**config.mk**
```make
export PLATFORM = sky130hd
export DESIGN_NAME = clk_gen_ctrl
export DESIGN_NICKNAME = d
export VERILOG_FILES = /design/src/rtl/clk_gen_pkg.sv /design/src/rtl/clk_gen_phase_cnt.sv /design/src/rtl/clk_gen_ctrl.sv
export SDC_FILE = /design/constraint.sdc
export NUM_CORES = 1
export LEC_CHECK = 0
export BUFFER_PORTS_ARGS = -buffer_cell sky130_fd_sc_hd__buf_2
export CORE_MARGIN = 3
export CORE_UTILIZATION = 58
export DETAILED_ROUTE_END_ITERATION = 6
export HOLD_SLACK_MARGIN = 0.12
export PLACE_DENSITY = 0.76
export SYNTH_ARGS = -nofsm -noshare
export SYNTH_HDL_FRONTEND = slang
export SYNTH_HIERARCHICAL = 1
export SYNTH_SLANG_ARGS = --single-unit
export TNS_END_PERCENT = 30
```
**constraint.sdc**
```tcl
create_clock -name clk -period 3.7 [get_ports clk]
set_input_delay 0.185 -clock clk [delete_from_list [all_inputs] [get_ports clk]]
set_output_delay 0.185 -clock clk [all_outputs]
set_load 0.01 [all_outputs]
```
**src/rtl/clk_gen_pkg.sv**
```systemverilog
// Shared widths, state encoding and phase-length helper for the clk_gen_ctrl divider.
package clk_gen_pkg;

    localparam int unsigned DIV_W       = 8;
    localparam int unsigned DEFAULT_DIV = 10;

    typedef enum logic [1:0] {
        IDLE   = 2'd0,
        RUN_HI = 2'd1,
        RUN_LO = 2'd2
    } state_e;

    typedef struct packed {
        logic [31:0] hi;
        logic [31:0] lo;
    } phase_len_t;

    // High phase takes the extra cycle of an odd period.
    function automatic phase_len_t phase_len(input logic [31:0] n);
        phase_len_t len;
        len.lo = n >> 1;
        len.hi = n - len.lo;
        return len;
    endfunction

endpackage

```
**src/rtl/clk_gen_phase_cnt.sv**
```systemverilog
// Loadable down-counter timing one clk_out phase; zero flags the last cycle of the phase.
module clk_gen_phase_cnt import clk_gen_pkg::*; #(
    parameter int unsigned W = DIV_W
) (
    input  logic         clk,
    input  logic         rst,
    input  logic         load,
    input  logic [W-1:0] load_val,
    input  logic         dec,
    output logic [W-1:0] cnt,
    output logic         zero
);

    always_ff @(posedge clk) begin
        if (rst) begin
            cnt <= '0;
        end else if (load) begin
            cnt <= load_val;
        end else if (dec && (cnt != '0)) begin
            cnt <= cnt - W'(1);
        end
    end

    assign zero = (cnt == '0);

endmodule

```
**src/rtl/clk_gen_ctrl.sv**
```systemverilog
// Programmable clock divider: run/stop FSM, ratio handshake with pending register,
// and period-boundary-only updates so clk_out never shows a truncated phase.
module clk_gen_ctrl #(
    parameter int unsigned DIV_W       = clk_gen_pkg::DIV_W,
    parameter int unsigned DEFAULT_DIV = clk_gen_pkg::DEFAULT_DIV
) (
    input  logic             clk,
    input  logic             rst,
    input  logic             en,
    input  logic             cfg_valid,
    input  logic [DIV_W-1:0] cfg_div,
    output logic             cfg_ready,
    output logic             cfg_err,
    output logic             clk_out,
    output logic             tick,
    output logic             running,
    output logic [DIV_W-1:0] cur_div
);
    import clk_gen_pkg::*;

    state_e           state, state_nxt;
    logic [DIV_W-1:0] cur_div_nxt;
    logic [DIV_W-1:0] pend_div;
    logic             pend_vld, pend_vld_nxt;
    logic             clk_out_nxt, tick_nxt, cfg_err_nxt;

    logic             xfer, xfer_ok;
    logic [DIV_W-1:0] eff_div, sel_div;
    phase_len_t       len;

    logic             cnt_load, cnt_dec, cnt_zero;
    logic [DIV_W-1:0] cnt_load_val, cnt;

    clk_gen_phase_cnt #(.W(DIV_W)) u_phase_cnt (
        .clk      (clk),
        .rst      (rst),
        .load     (cnt_load),
        .load_val (cnt_load_val),
        .dec      (cnt_dec),
        .cnt      (cnt),
        .zero     (cnt_zero)
    );

    assign cfg_ready = !pend_vld;
    assign running   = (state != IDLE);
    assign xfer      = cfg_valid && !pend_vld;
    assign xfer_ok   = xfer && (cfg_div >= DIV_W'(2));

    // Ratio that governs the next period once any pending value is folded in.
    assign eff_div = pend_vld ? pend_div : cur_div;
    assign sel_div = (state == RUN_HI) ? cur_div : eff_div;
    assign len     = phase_len(32'(sel_div));

    always_comb begin
        state_nxt    = state;
        cur_div_nxt  = cur_div;
        pend_vld_nxt = pend_vld;
        clk_out_nxt  = clk_out;
        tick_nxt     = 1'b0;
        cnt_load     = 1'b0;
        cnt_dec      = 1'b0;
        cnt_load_val = '0;

        case (state)
            IDLE: begin
                clk_out_nxt  = 1'b0;
                cur_div_nxt  = eff_div;
                pend_vld_nxt = 1'b0;
                if (en) begin
                    state_nxt    = RUN_HI;
                    clk_out_nxt  = 1'b1;
                    tick_nxt     = 1'b1;
                    cnt_load     = 1'b1;
                    cnt_load_val = DIV_W'(len.hi - 32'd1);
                end
            end
            RUN_HI: begin
                if (cnt_zero) begin
                    state_nxt    = RUN_LO;
                    clk_out_nxt  = 1'b0;
                    cnt_load     = 1'b1;
                    cnt_load_val = DIV_W'(len.lo - 32'd1);
                end else begin
                    cnt_dec = 1'b1;
                end
            end
            RUN_LO: begin
                if (!cnt_zero) begin
                    cnt_dec = 1'b1;
                end else begin
                    cur_div_nxt  = eff_div;
                    pend_vld_nxt = 1'b0;
                    if (en) begin
                        state_nxt    = RUN_HI;
                        clk_out_nxt  = 1'b1;
                        tick_nxt     = 1'b1;
                        cnt_load     = 1'b1;
                        cnt_load_val = DIV_W'(len.hi - 32'd1);
                    end else begin
                        state_nxt   = IDLE;
                        clk_out_nxt = 1'b0;
                    end
                end
            end
            default: begin
                state_nxt   = IDLE;
                clk_out_nxt = 1'b0;
            end
        endcase

        // Acceptance only happens with nothing pending, so this never races the clear above.
        if (xfer_ok) begin
            pend_vld_nxt = 1'b1;
        end
        cfg_err_nxt = xfer && !xfer_ok;
    end

    always_ff @(posedge clk) begin
        if (rst) begin
            state    <= IDLE;
            cur_div  <= DIV_W'(DEFAULT_DIV);
            pend_vld <= 1'b0;
            clk_out  <= 1'b0;
            tick     <= 1'b0;
            cfg_err  <= 1'b0;
        end else begin
            state    <= state_nxt;
            cur_div  <= cur_div_nxt;
            pend_vld <= pend_vld_nxt;
            clk_out  <= clk_out_nxt;
            tick     <= tick_nxt;
            cfg_err  <= cfg_err_nxt;
        end
    end

    always_ff @(posedge clk) begin
        if (xfer_ok) begin
            pend_div <= cfg_div;
        end
    end

endmodule

```
Yosys cells after proc, flatten, opt, wreduce, memory -nomap -nowiden
Cells that the tools add are included.
{"block": "op_classes", "n_addsub": 4, "magnitude_cmp": 1, "eq_ne": 6, "mux": 27, "reduce_logical": 18}
{"op": "2-to-1 mux 8 bit", "n": 8}
{"op": "case mux 8 bit (3 select lines)", "n": 1}
{"op": "case mux 8 bit (2 select lines)", "n": 1}
{"op": "2-to-1 mux 1 bit", "n": 9}
{"op": "greater-or-equal comparator 8 x 2 -> 1 bit, second input constant", "n": 1}
{"op": "logical NOT 8 bit", "n": 1}
{"op": "nonzero test 8 bit", "n": 1}
{"op": "subtractor 7 x 1 -> 8 bit, second input constant", "n": 1}
{"op": "subtractor 8 x 1 -> 8 bit, second input constant", "n": 1}
{"op": "subtractor 8 x 2 -> 8 bit, second input constant", "n": 1}
{"op": "subtractor 8 x 7 -> 8 bit", "n": 1}
{"op": "2-to-1 mux 2 bit", "n": 3}
{"op": "inequality test 2 bit, second input constant", "n": 3}
{"op": "case mux 1 bit (3 select lines)", "n": 2}
{"op": "case mux 2 bit (3 select lines)", "n": 1}
{"op": "AND reduction 2 bit", "n": 3}
{"op": "nonzero test 2 bit", "n": 3}
{"op": "logical AND 1 bit", "n": 4}
{"op": "case mux 1 bit (2 select lines)", "n": 2}
{"op": "inequality test 3 bit, second input constant", "n": 1}
{"op": "AND reduction 3 bit", "n": 1}
{"op": "nonzero test 3 bit", "n": 1}
{"op": "equality test 2 x 1 -> 1 bit, second input constant", "n": 1}
{"op": "equality test 2 bit, second input constant", "n": 1}
{"op": "3 further kinds", "n": 4}
{"block": "totals", "reg_bits": 30, "in_bits": 12, "wordCells": 64}

Logic depth before layout (Yosys ltp)
{"block": "logic_depth", "ltp_word": 8, "ltp_mapped": 15, "depth_no_buf": 14}

Modules after synthesis
Netlist, hierarchy kept.
{"mod": "clk_gen_ctrl", "instances": 1, "cells_per_inst": 167, "area_per_inst_um2": 1605.3, "seq_area_each_um2": 520.5}
{"mod": "clk_gen_phase_cnt", "instances": 1, "cells_per_inst": 59, "area_per_inst_um2": 515.5, "seq_area_each_um2": 160.2}

Worst setup path before layout
No wires, ideal clock.
{"block": "synth_path", "kind": "register to register", "start": "reg state[1]", "end": "reg u_phase_cnt.cnt[7]", "setup_time_ns": 0.134, "t_arrival_ns": 2.807, "path_slack_ns": 0.759, "stages_incl_launch_ff": 14, "path_buffers": 1, "synth_period_minus_slack_ns": 2.941, "path_cell_list": "dfxtp_1 inv_1 ha_1 nor2b_2 buf_6 mux2i_1 ha_1 nor2b_1 a211o_1 a211o_1 a21bo_2 a31o_1 nor2_1 a211oi_1"}
{"block": "synth_between", "elab_chain_cells": 8, "word_cells_on_any_way": 17}
{"item": "start: declaration", "line": "clk_gen_ctrl.sv:21", "rtl": "state_e state, state_nxt;"}
{"item": "start signal: assignment", "line": "clk_gen_ctrl.sv:127", "rtl": "state <= state_nxt;"}
{"item": "equality test 2 x 1 -> 1 bit", "line": "clk_gen_ctrl.sv:51, clk_gen_ctrl.sv:64"}
{"item": "2-to-1 mux 8 bit", "line": "clk_gen_ctrl.sv:51", "rtl": "assign sel_div = (state == RUN_HI) ? cur_div : eff_div;"}
{"item": "subtractor 8 x 7 -> 8 bit", "line": "clk_gen_pkg.sv:22", "rtl": "len.hi = n - len.lo;"}
{"item": "subtractor 8 x 2 -> 8 bit", "line": "clk_gen_ctrl.sv:74, clk_gen_ctrl.sv:98"}
{"item": "2-to-1 mux 8 bit", "line": "clk_gen_ctrl.sv:69, clk_gen_ctrl.sv:93"}
{"item": "2-to-1 mux 8 bit", "line": "clk_gen_ctrl.sv:88", "rtl": "if (!cnt_zero) begin"}
{"item": "case mux 8 bit (3 select lines) *", "line": "clk_gen_ctrl.sv:64", "rtl": "case (state)"}
{"item": "via cnt_load_val[7]", "line": "clk_gen_ctrl.sv:32", "rtl": "logic [DIV_W-1:0] cnt_load_val, cnt;"}
{"item": "2-to-1 mux 8 bit *", "line": "clk_gen_phase_cnt.sv:17", "rtl": "end else if (load) begin"}
{"item": "end signal: assignment", "line": "clk_gen_phase_cnt.sv:18", "rtl": "cnt <= load_val;"}
{"item": "end signal: assignment", "line": "clk_gen_phase_cnt.sv:20", "rtl": "cnt <= cnt - W'(1);"}
{"item": "end: declaration", "line": "clk_gen_phase_cnt.sv:10", "rtl": "output logic [W-1:0] cnt,"}
The timed path passes the listed nets; every way through them passes the cells marked *.
A chain may end at the register's enable or synchronous reset.

Final worst setup path
{"block": "layout_path", "start": "reg state[1]", "end": "reg u_phase_cnt.cnt[6]"}
The elaborated chain is that of the path after synthesis.

==> run summary <==
Setup repair after global routing left no endpoint under its margin. The worst hold slack across all endpoints is between 200 and 250 ps. Setup violations remaining at the end of the flow were counted as 0. The number of design-rule violations left by the first detailed-router iteration is 86.

In this run the core area contains 21 standard-cell rows. The share of total power in the clock network came out at 0.105. After detailed placement, the design holds a cell count of approximately 300. In the post-synthesis netlist, the biggest area contributors are dfxtp_1, ha_1, edfxtp_1, mux2i_1, nor2_1.

The final hold violation count came out at 0. The chip width came out at 66.5 um. The maximum vdd ir drop is 0.393 mV. The maximum fanout along the worst path is 5. The number of cells upsized or downsized after cts is 0. At the pin with the least slew margin, the transition time is roughly 570 ps. At the later pin of the worst-skew pair, clock insertion delay measures 340 ps. The number of setup buffers added after CTS came out at 0. The number of enable-type register cells in the synthesized netlist came out at 8. The worst hold path terminates at tick$_SDFF_PP0_. The first-pass GRT wire length is roughly 8 mm. The flow ran to the end, and the final reports show no timing, DRC or antenna violations.

Across all register-to-register paths, the minimum setup slack is 380 ps. The number of cells on the worst hold path came out at 3. The overall power consumption came out at 1.81 mW. At the worst endpoint, the required time is 3950 ps. The number of max-cap violations is 0. The total routed wirelength is 4.50 mm. The gate count of the mapped netlist is 226. The startpoint identified for the worst hold timing path is en. The number of input and output port buffers inserted came out at 24. The most used flip-flop cell after synthesis is dfxtp_1. In this run the critical register-to-register path is captured at u_phase_cnt/cnt[6]$_SDFFE_PP0P_.

The antenna diode instance count came out at 0. The routed length per placed instance came out at about 14 um. The power density normalized to cell area came out at 739 nW/um2. Of the total power, combinational logic draws 0.626. The maximum achievable frequency is approximately 0.3 GHz. The congestion estimate from routability-driven global placement came to 0.861. The largest total area in the synthesized netlist belongs to dfxtp_1. The initial antenna violation count came out at 0. The switching component of the power came out at a little over 0.8 mW.

The final clock period utilization by the worst path is 0.898. The final net count came out at 301. The cell area reported after detailed placement came out at between 2000 and 2500 um2.

The total negative setup slack came out at 0 ps. Entering global routing, the biggest net connects 25 pins. The via count of the first global-routing pass was 1773. The layout has 248 filler cells.

The startpoint identified for the worst register-to-register timing path is state[1]$_SDFFE_PP0P_. The share of power burned in registers came out at 0.270. The placeable core region is 3420 um2.

The worst slew slack as a fraction of its limit came out at 0.612. The area of the die is 4420 um2. The clock net in this run drives a total of 30 sinks.

Of the synthesized area, sequential elements account for 0.321. The startpoint type of the worst setup path is a flip-flop. 25 I/O pins were placed. The tightest min-delay check is of the in2reg type.

The share of flip-flops with an asynchronous set or reset is 0. The die is 66.5 um tall. The share of the synthesized area in the top cell type is 0.208. The largest clock skew in the final design is 18.1 ps.

Of the total power, the share spent switching nets is 0.447. The clock transition time at the flip-flop clock pins of the worst setup and hold paths is 110 ps. The final instance area came out at 2460 um2. The analysis attributes to cell leakage a power of 1.06 nW.

The combined global-route utilization of all metal layers came out at 0.237. The post-layout minimum cycle time is 3320 ps. Dividing the detail-routed via count by the number of cells gives 5.55. After detailed routing, the number of remaining DRC violations is 0.

The cell sitting at the root of the clock tree is a clkbuf_4. The total congestion overflow came out at 0. The average instance in the mapped netlist occupies 9.38 um2. The finished layout holds 314 standard cells, fillers aside.

When the netlist entered floorplanning its net count stood at 260. The total clock buffers created by CTS is 5. The depth of the worst register-to-register path came out at 14.

The number of register bits inferred by synthesis is 30. The path type of the worst setup path is reg2reg. The synthesis warning total came out at 6. Synthesis instantiated 56 different standard cells from the library. The starting density of the core came out at 0.621. The total number of H-tree levels is 2. The share of layout cells above drive strength 1 is 0.194. Once detailed placement completed, the half-perimeter wirelength came to 3.21 mm. The number of optimization iterations in the first detailed-route pass came out at 4. The endpoint class of the critical path is a flip-flop.

The data arrival time of the worst path came out at 3580 ps. The number of buffers on the longest clock path came out at 2. The total standard cell area after synthesis came out at between 2000 and 2500 um2. The area growth from synthesis to layout is 15.9%.

The CTS tree is yes. The via count is 1743. The cell internal power dissipation is 1.00 mW.

The final max-slew violation count came out at 0. The number of nets with antenna violations after routing came out at 0.
-- through the flow --
step	util	worst slack, ps
floorplan	-	759
global placement	0.678	489
detailed placement	0.678	401
CTS	0.719	382
global route	0.719	44.0
finish	0.719	376
-- flip-flops by register name, summed over array words and instances (netlist names) --
signal / flops
u_phase_cnt/cnt: 8
pend_div: 8
state: 2
cur_div: 8
pend_vld: 1
cfg_err: 1
clk_out: 1
tick: 1
-- cell families (layout without fill, tap and decap cells) --
group / Yosys count / in the layout / share of synthesized area
xor+xnor: 13 / 13 / 0.0537
fa+ha+maj: 22 / 22 / 0.133
simple gates: 75 / 75 / 0.193
buf+inv: 26 / 68 / 0.0496
flops: 30 / 30 / 0.321
mux: 15 / 15 / 0.0773
compound gates: 45 / 45 / 0.172
-- placed cells by master (no fill, tap or decap), types with 3 or more instances in the layout --
cell type       n
a211o_1         4
a21oi_1        14
and3_1          3
buf_2          24
buf_4           6
clkbuf_4        5
dfxtp_1        22
dlygate4sd3_1   9
edfxtp_1        8
ha_1           21
inv_1          20
mux2i_1        13
nand2_1        10
nand2b_1        5
nor2_1         26
nor2b_1         4
nor3_1          3
nor3b_1         5
o21ai_0         4
xnor2_1        10
xor2_1          3
-- worst max-delay path, stage by stage, from the launching register on --
cell and delay [ps]:
dfxtp_1 390, inv_1 80, ha_1 240, nor2b_2 330, mux2i_4 400, ha_1 220, inv_1 50, fa_1 400
o21bai_1 180, nor4b_1 250, a2111oi_0 130, xnor2_1 140, o32ai_1 120, nor2_1 80, a311oi_1 230
-- final cells by class --
| class | count | area [um2] | share of cell area |
|---|---|---|---|
| multi-input combinational | 170 | 1340 | 0.543 |
| sequential | 30 | 681 | 0.277 |
| timing repair buffer | 39 | 255 | 0.104 |
| inverter | 21 | 78.8 | 0.0321 |
| tap | 46 | 57.6 | 0.0234 |
| clock buffer | 6 | 41.3 | 0.0168 |
| clock inverter | 2 | 8.76 | 0.00356 |
-- worst max path at each step --
stage | start | endpoint | slack, ps | cells past startpoint
after floorplan | state[1]$_SDFFE_PP0P_ | u_phase_cnt/cnt[7]$_SDFFE_PP0P_ | 760 | 13
after global placement | state[1]$_SDFFE_PP0P_ | u_phase_cnt/cnt[7]$_SDFFE_PP0P_ | 490 | 13
after detailed placement | state[1]$_SDFFE_PP0P_ | u_phase_cnt/cnt[7]$_SDFFE_PP0P_ | 400 | 13
after CTS | state[1]$_SDFFE_PP0P_ | u_phase_cnt/cnt[6]$_SDFFE_PP0P_ | 380 | 14
after global routing | state[1]$_SDFFE_PP0P_ | u_phase_cnt/cnt[6]$_SDFFE_PP0P_ | 40 | 12
final | state[1]$_SDFFE_PP0P_ | u_phase_cnt/cnt[6]$_SDFFE_PP0P_ | 380 | 14
-- cell usage after synthesis, types with 3 or more instances --
master    number
mux2i_1       13
a211o_1        4
and3_1         3
nor2_1        26
nor3_1         3
xor2_1         3
o21ai_0        4
nor2b_1        4
xnor2_1       10
nand2_1       10
clkbuf_1       3
ha_1          21
nor3b_1        5
dfxtp_1       22
inv_1         20
nand2b_1       5
edfxtp_1       8
a21oi_1       14
-- power groups by stage --
stage / Combinational (mW) / Sequential, mW / Clock, mW
global route: 1.27 / 0.504 / 0.210
global placement: 1.10 / 0.493 / 0
CTS: 1.13 / 0.487 / 0.192
detailed placement: 1.11 / 0.494 / 0
floorplan: 0.870 / 0.487 / 0
finish: 1.14 / 0.489 / 0.190
-- per-layer routing --
layer | wire (um) | up-vias | GRT usage
met4 | 63 | 0 | 0.0609
li1 | - | 888 | -
met3 | 158 | 6 | 0.0624
met5 | 0 | - | 0
met2 | 2200 | 28 | 0.401
met1 | 2070 | 821 | 0.296
-- repair_timing --
action | CTS | global route
setup endpoints to repair | 0 | 0
hold endpoints to repair | 9 | 0
hold buffers | 9 | 0
No activity file was read; power rests on OpenSTA's default activity.
